File: config.mk
export PLATFORM = sky130hd
export DESIGN_NAME = serial_adder
export DESIGN_NICKNAME = d
export VERILOG_FILES = /design/src/rtl/serial_adder.sv
export SDC_FILE = /design/constraint.sdc
export NUM_CORES = 1
export LEC_CHECK = 0
export ABC_AREA = 1
export CAP_MARGIN = 20
export CORE_AREA = 2 2 60 62
export CTS_CLUSTER_DIAMETER = 150
export DETAILED_ROUTE_END_ITERATION = 6
export DIE_AREA = 0 0 62 64
export GPL_TIMING_DRIVEN = 1
export MAX_ROUTING_LAYER = met4
export PLACE_DENSITY = 0.75
export SETUP_SLACK_MARGIN = 0.02
export SLEW_MARGIN = 20
export SYNTH_ARGS = -nofsm -noshare
export SYNTH_HDL_FRONTEND = slang
export SYNTH_SLANG_ARGS = --single-unit
File: constraint.sdc
create_clock -name clk -period 1.35 [get_ports clk]
set_clock_uncertainty 0.1 [all_clocks]
set_input_delay 0.2025 -clock clk [delete_from_list [all_inputs] [get_ports clk]]
set_output_delay 0.2025 -clock clk [all_outputs]
set_load 0.05 [all_outputs]
File: src/rtl/serial_adder.sv
// Bit-serial WIDTH-bit adder: one full-adder cell, registered carry, LSB-first, one bit per clock.
// Optional subtract mode under `define SERIAL_ADDER_SUB_EN (adds the sub input port).
module serial_adder #(
    parameter int WIDTH = 8
) (
    input  logic             clk,
    input  logic             rst,
    input  logic             start,
    input  logic [WIDTH-1:0] a,
    input  logic [WIDTH-1:0] b,
    input  logic             cin,
`ifdef SERIAL_ADDER_SUB_EN
    input  logic             sub,
`endif
    output logic             busy,
    output logic             done,
    output logic [WIDTH-1:0] sum,
    output logic             cout
);

    localparam int CW = (WIDTH > 1) ? $clog2(WIDTH) : 1;

    typedef enum logic {IDLE, SHIFT} state_t;

    state_t          state;
    logic [WIDTH-1:0] a_sh;
    logic [WIDTH-1:0] b_sh;
    logic [WIDTH-1:0] res_sh;
    logic             carry;
    logic [CW-1:0]    cnt;

    logic             bit_s;
    logic             bit_c;
    logic [WIDTH-1:0] res_next;
    logic [WIDTH-1:0] b_load;
    logic             carry_load;

    always_comb begin
        bit_s    = a_sh[0] ^ b_sh[0] ^ carry;
        bit_c    = (a_sh[0] & b_sh[0]) | (a_sh[0] & carry) | (b_sh[0] & carry);
        res_next = {bit_s, res_sh[WIDTH-1:1]};
    end

    // Subtraction is a + ~b + 1, so only the loaded operand and initial carry change.
`ifdef SERIAL_ADDER_SUB_EN
    always_comb begin
        b_load     = sub ? ~b : b;
        carry_load = sub ? 1'b1 : cin;
    end
`else
    always_comb begin
        b_load     = b;
        carry_load = cin;
    end
`endif

    always_ff @(posedge clk) begin
        if (rst) begin
            state  <= IDLE;
            a_sh   <= '0;
            b_sh   <= '0;
            res_sh <= '0;
            carry  <= 1'b0;
            cnt    <= '0;
            busy   <= 1'b0;
            done   <= 1'b0;
            sum    <= '0;
            cout   <= 1'b0;
        end else begin
            done <= 1'b0;
            case (state)
                IDLE: begin
                    if (start) begin
                        a_sh  <= a;
                        b_sh  <= b_load;
                        carry <= carry_load;
                        cnt   <= '0;
                        busy  <= 1'b1;
                        state <= SHIFT;
                    end
                end
                SHIFT: begin
                    a_sh   <= {1'b0, a_sh[WIDTH-1:1]};
                    b_sh   <= {1'b0, b_sh[WIDTH-1:1]};
                    res_sh <= res_next;
                    carry  <= bit_c;
                    if (cnt == CW'(WIDTH - 1)) begin
                        // sum/cout are only touched here, so they hold the last result mid-operation
                        sum   <= res_next;
                        cout  <= bit_c;
                        busy  <= 1'b0;
                        done  <= 1'b1;
                        cnt   <= '0;
                        state <= IDLE;
                    end else begin
                        cnt <= cnt + 1'b1;
                    end
                end
            endcase
        end
    end

endmodule
Yosys cells after proc, flatten, opt, wreduce, memory -nomap -nowiden
Index checks and enable logic that the tools add are counted.
{"block": "classes", "reduce_logical": 3, "eq_ne": 3, "bitwise_logic": 8, "n_mux": 16, "n_addsub": 1}
{"operator": "$pmux W8 S2", "n": 2}
{"operator": "$mux W8", "n": 2}
{"operator": "$mux W1", "n": 6}
{"operator": "$mux W3", "n": 2}
{"operator": "$pmux W1 S2", "n": 3}
{"operator": "$pmux W3 S2", "n": 1}
{"operator": "$reduce_and A2 Y1", "n": 2}
{"operator": "$add A3 B1 Y3 const B", "n": 1}
{"operator": "$and A1 B1 Y1", "n": 3}
{"operator": "$eq A3 B3 Y1 const B", "n": 1}
{"operator": "$ne A2 B1 Y1 const B", "n": 1}
{"operator": "$ne A2 B2 Y1 const B", "n": 1}
{"operator": "$or A1 B1 Y1", "n": 2}
{"operator": "$reduce_or A2 Y1", "n": 1}
{"operator": "$xor A1 B1 Y1", "n": 2}
{"operator": "$not A1 Y1", "n": 1}
{"block": "word_totals", "register_bits": 40, "output_inout_bits": 11, "word_cells": 41, "in_bits": 20}

Depth between registers and ports, before layout
Gate-level depths: netlist of the first run.
{"block": "depth", "ltp_word": 4, "mapped_depth": 7, "mapped_depth_nobuf": 6}

Worst setup path after synthesis of the first run
Ideal clock, no wire load.
{"block": "synth_timing", "path_kind": "register to register", "startpoint": "reg cnt[0]", "endpoint": "reg sum[0]", "path_stages_with_launch": 7, "setup_ps": 116, "period_less_slack_ps": 1238, "required_ps": 1134, "slack_ps": 112, "arrival_ps": 1022, "path_buffers": 0, "cell_sequence": "dfxtp_1 > ha_1 > ha_1 > nand2_4 > inv_2 > nor2_1 > nor2_1"}
{"block": "synth_between", "elab_chain_cells": 2}
{"element": "start: declaration", "line_no": "30", "rtl": "logic [CW-1:0] cnt;"}
{"element": "start signal: assignment", "line_no": "96", "rtl": "cnt <= cnt + 1'b1;"}
{"element": "$eq A3 B3 Y1", "line_no": "87", "rtl": "if (cnt == CW'(WIDTH - 1)) begin"}
{"element": "$reduce_and A2 Y1 (no line)"}
{"element": "end signal: assignment", "line_no": "89", "rtl": "sum <= res_next;"}
{"element": "end: declaration", "line_no": "17", "rtl": "output logic [WIDTH-1:0] sum,"}
Every way passes these cells.
A chain may end at the register's enable or synchronous reset.

Final worst setup path of the first run
Same ends and word-level chain as after synthesis.

==> metrics.cfg, run 1 <==
[global_route]
grt_use_total_pct=19.4
grt_max_degree=24
grt_pass1_wl_um=5620
gr-total-overflow=0
grt_pass1_vias=1360
antenna_found_initial=0

[drt]
drtIter0Drc=76
drcViolationCount=0
dr.pass1.iters=4
wl_per_cell_um=10.8
postRouteAntennaNets=0
vias_per_cell=4.86
totalWireLength_um=3300
vias=1481

[floorplan]
fp.dieH_um=64
ios=31
coreArea_sq_mm=0.00328
dieArea_sq_mm=0.00397
rows=21
dieWidth_um=62
start_util_pct=49.1

[setup_path]
r2r_cells=6
crit_chain=ha_2, ha_4, nand2_4, inv_4, nor2_1, nor2_1
cpPeakStageDelay_ns=0.34
worst-path-max-fanout=6
path_delay_family=adder cells
r2r_start=cnt[0]
reg2reg_to=sum[0]
crit_top_cell=nor2_1
crit_arrival_ns=1.41
path_buf_inv=1
crit_path_end_kind=register
startpoint=cnt[0]
crit_type=register to register
ff2ff_setup_slack_ns=0.09
cp.required_ns=1.51
critPathLaunchType=register
cp_slowest_cell=dfxtp_2

[run_status]
status=completed

[cells_and_area]
area_growth_pct=37.2
final_common_cell=nand2_1
mostFrequentLayoutCells=nand2_1 (72), dfxtp_1 (36), nand3_1 (30)
layoutNonFillerInstCount=305
drive_above_1_share_pct=15.4
n_antenna_cell=0
fin_nets=282
final_util_pct=67.4

[logic_synthesis]
netlist_area_sq_mm=0.00161
yosysSeqAreaShare_pct=48.4
synth_cell_type_count=17
avgSynthCellArea_sq_um=7.26
ys_ff_latch=39
syn_nets=246
yosysTopAreaCell=dfxtp_1
synthTopCellsByArea=dfxtp_1 (48%), nand2_1 (17%), nand3_1 (9.3%)
postSynthCellCount=222
ys_warn_count=0
synth.top_cell.area_share_pct=48.4

[flow_run]
cap_viol_max_count=0

[worst_hold_path]
min_to=a_sh[7]
hold_start=a[7]
hp-class=input port to register
whs_path_depth=3

[cts]
htreeDepth=2
numCtsBuffers=5
cts_tree=done
clk_pin_slew_ns=0.12
cts.path.max_buffers=2
ctsHoldBuffers=0
cts_root_buf=clkbuf_4
numClockSinks=39
clk-insertion-delay-late_ns=0.35

[power_and_ir_drop]
irDropWorstVdd_mv=0.827
power.leakage_nw=1.02
p_total_w=0.00231
power_density_mw_per_mm2=1040

[timing]
finalCriticalPeriod_ns=1.26
setup_tns_ns=0
fin_crit_sh_pct=93.1
drv_slew=0
rsz0062_at_grt=false
setup_viol=0
slew_headroom_pct=83.0
setup_ws_ns=0.0936
max_freq_mhz=796
tightestPinTransition_ns=0.254
hold_viol=0

[placed_design]
io_buffers=30
dpl.cell_count=294
dp_slack_ns=-0.0542
place.gp.congestion=0.770
dpl.hpwl_um=2180

layout make-up:
type | instances | area, sq um
Fill cell | 303 | 1070
Sequential cell | 39 | 785
Multi-Input combinational cell | 152 | 707
Timing Repair Buffer | 40 | 498
Inverter | 19 | 78.8
Tap cell | 46 | 57.6
Clock inverter | 3 | 43.8
Clock buffer | 5 | 37.5
Timing Repair inverter | 1 | 6.26
timing repair:
item / 4_1_cts / 5_1_grt
cloned: 2 / 0
resized for setup: 7 / 6
setup buffers: 0 / 1
endpoints found under the setup margin: 10 / 12
flip-flops by register name, indices dropped and copies added, names as in the netlist:
name / count
done: 1
sum: 8
cout: 1
state: 1
res_sh: 7
b_sh: 8
a_sh: 8
cnt: 3
carry: 1
busy: 1
logic make-up (layout without fill, tap and decap cells):
| group | after synthesis | in the layout | share of synthesized area (%) |
|---|---|---|---|
| buffers and inverters | 32 | 68 | 9.08 |
| DFF | 39 | 39 | 48.4 |
| and+or+nand+nor | 125 | 126 | 32.1 |
| adders and majority gates | 4 | 4 | 3.57 |
| AOI/OAI and AO/OA | 22 | 22 | 6.83 |
worst max path at each step:
| stage | slack, ns | to | cells after the start |
|---|---|---|---|
| after CTS | 0.04 | sum[0] | 6 |
| after global placement | -0.02 | b_sh[7] | 6 |
| final | 0.09 | sum[0] | 6 |
| after floorplan | 0.11 | sum[0] | 6 |
| after detailed placement | -0.05 | a_sh[7] | 6 |
| after global routing | 0.02 | sum[5] | 6 |
synthesized netlist by cell type:
cell and n:
nor2_1 20, dfxtp_1 39, inv_1 17, o21ai_0 9, fa_1 1, a21oi_1 13
ha_1 3, buf_4 5, nand3_1 30, clkbuf_1 2, buf_2 5, nor2_2 1
inv_2 2, clkbuf_2 1, nand2_4 1, nor3_1 1, nand2_1 72
where the power goes:
| group | switching (W) | total (W) | internal [W] |
|---|---|---|---|
| registers | 0.0000390 | 0.00124 | 0.00120 |
| clock network | 0.000393 | 0.000783 | 0.000390 |
| logic | 0.000140 | 0.000282 | 0.000141 |
| total | 0.000573 | 0.00231 | 0.00174 |
per-layer routing:
metal / track usage (%) / wire length, um
met1: 22.5 / 1490
met2: 31.4 / 1570
met3: 5.87 / 177
met4: 6.38 / 65
met5: - / 0
worst reg2reg max path, cell delays in order, from the launching register on:
cell	delay, ns
dfxtp_2	0.34
ha_2	0.20
ha_4	0.18
nand2_4	0.14
inv_4	0.07
nor2_1	0.10
nor2_1	0.05
stage by stage:
stage               area [sq um]  hold WS (ns)
floorplan                   1610         0.245
global placement            2090         0.352
detailed placement          2090         0.355
CTS                         2200         0.317
global route                2210         0.354
finish                      2210         0.321
(Power assumes the default switching activity.)
==> inputs of run 2 (changes only) <==
--- a/config.mk
+++ b/config.mk
@@ -13,7 +13,7 @@
 export DIE_AREA = 0 0 62 64
 export GPL_TIMING_DRIVEN = 1
 export MAX_ROUTING_LAYER = met4
-export PLACE_DENSITY = 0.75
+export PLACE_DENSITY = 0.76
 export SETUP_SLACK_MARGIN = 0.02
 export SLEW_MARGIN = 20
 export SYNTH_ARGS = -nofsm -noshare
==> run 2 against run 1 <==
  * Critical path depth decreased by 3
  * Final area rose by 0.23%
  * Clock-buffer cell count did not move
  * Cell count decreased by 0.33%
  * Global-route usage down 0.20 points
  * Critical path type unchanged
  * Largest cell class unchanged
==> metrics.cfg, run 2 (same netlist as run 1, synthesis figures left out) <==
[power_and_ir_drop]
p_total_w=0.00213  ; -7.8%
power_density_mw_per_mm2=959  ; -8.0%
power.leakage_nw=0.998  ; -2.5%
irDropWorstVdd_mv=0.749  ; -9.4%

[drt]
drtIter0Drc=59  ; -22%
vias_per_cell=4.75  ; -2.2%
postRouteAntennaNets=0  ; unchanged
wl_per_cell_um=10.9  ; +0.91%
vias=1444  ; -2.5%
totalWireLength_um=3320  ; +0.58%
drcViolationCount=0  ; unchanged
dr.pass1.iters=4  ; unchanged

[cts]
cts_root_buf=clkbuf_4
numCtsBuffers=5  ; unchanged
post_cts_buffers=0  ; unchanged
clk-insertion-delay-late_ns=0.36  ; about the same
numClockSinks=39  ; unchanged
htreeDepth=2  ; unchanged
cts.path.max_buffers=2  ; unchanged
clk_pin_slew_ns=0.12  ; about the same
cts_tree=done

[floorplan]
coreArea_sq_mm=0.00328  ; unchanged
start_util_pct=49.1  ; unchanged
dieWidth_um=62  ; unchanged
dieArea_sq_mm=0.00397  ; unchanged
fp.dieH_um=64  ; unchanged
rows=21  ; unchanged
ios=31  ; unchanged

[setup_path]
path_buf_inv=0  ; -1
crit_chain=fa_1, nand2_1, a21oi_1
crit_type=register to register
cpPeakStageDelay_ns=0.57  ; +0.23 ns
path_delay_family=adder cells
crit_path_end_kind=register
critPathLaunchType=register
crit_arrival_ns=1.46  ; +0.05 ns
cp.required_ns=1.56  ; +0.05 ns
worst-path-max-fanout=2  ; -4
cp_slowest_cell=fa_1

[timing]
drv_slew=0  ; unchanged
setup_ws_ns=0.0997  ; +0.00609 ns
max_freq_mhz=800  ; +0.49%
fin_crit_sh_pct=92.6  ; -0.45 points
tightestPinTransition_ns=0.284  ; +0.0297 ns
finalCriticalPeriod_ns=1.25  ; -0.00609 ns
hold_viol=0  ; unchanged
setup_viol=0  ; unchanged
rsz0062_at_grt=false
slew_headroom_pct=81.1  ; -2.0 points
holdWs_ns=0.297  ; -0.0232 ns

[run_status]
status=completed

[cells_and_area]
fin_nets=281  ; -0.35%
drive_above_1_share_pct=15.5  ; +0.060 points
n_antenna_cell=0  ; unchanged
area_growth_pct=37.5
mostFrequentLayoutCells=nand2_1 (72), dfxtp_1 (36), nand3_1 (30)
final_common_cell=nand2_1
reg.largest.list=a_sh: 8 flops, b_sh: 8 flops, sum: 8 flops

[global_route]
grt_max_degree=24  ; unchanged
gr-total-overflow=0  ; unchanged
grt_pass1_wl_um=5460  ; -2.7%
grt_use_total_pct=19.2  ; -0.20 points
grt_pass1_vias=1292  ; -5.0%
antenna_found_initial=0  ; unchanged

[placed_design]
place.gp.congestion=0.782  ; +1.6%
dpl.hpwl_um=2240  ; +2.9%
dp_slack_ns=-0.102  ; -0.0475 ns
io_buffers=30  ; unchanged

[flow_run]
cap_viol_max_count=0  ; unchanged

[worst_hold_path]
hp-class=input port to register

run 2: tightest hold or removal path, cell delays in order:
cell,delay [ns]
clkdlybuf4s50_1,0.39
nand2_1,0.06
a21oi_1,0.06
run 2: area by class of cell:
class | count | area (sq um)
repair buffers | 39 | 503
repair inverters | 1 | 6.26
clock buffers | 5 | 37.5
fillers | 267 | 1070
clock inverters | 3 | 20.0
well taps | 46 | 57.6
flip-flops and latches | 39 | 785
multi-input cells | 152 | 728
inverters | 19 | 81.3
run 2: worst paths after layout:
path / start / endpoint / slack (ns) / depth (start not counted)
setup / recovery: a_sh[0] / sum[7] / 0.1 / 3
setup reg to reg: a_sh[0] / sum[7] / 0.1 / 3
hold reg to reg: res_sh[3] / sum[2] / 0.37 / 2
hold / removal: a[7] / a_sh[7] / 0.30 / 3
run 2: layer usage:
layer  vias to the layer above  GRT usage, %  share of wire (%)
li1                        767             -                  -
met1                       644          22.9                 46
met2                        26          29.0                 48
met3                         7          6.68                4.3
met4                         0          7.98                2.2
met5                         -             -                  0
run 2: metrics by stage:
stage | setup TNS, ns | cells | util (%) | instance area [sq um]
after floorplan | 0 | 222 | - | 1610
after global placement | -0.108 | 294 | 63.9 | 2100
after detailed placement | -0.758 | 294 | 63.9 | 2100
after CTS | 0 | 302 | 65.8 | 2160
after global routing | 0 | 304 | 67.5 | 2220
final | 0 | 304 | 67.5 | 2220
run 2: what timing repair did:
item | CTS | global route
setup endpoints to repair | 10 | 26
cloned | 0 | 2
hold buffers | 0 | 0
resized for setup | 3 | 11
run 2: power breakdown:
part	switching [W]	internal (W)	total, W
Combinational	0.000139	0.000143	0.000283
Sequential	0.0000430	0.00120	0.00125
Clock	0.000399	0.000199	0.000597
Total	0.000581	0.00155	0.00213
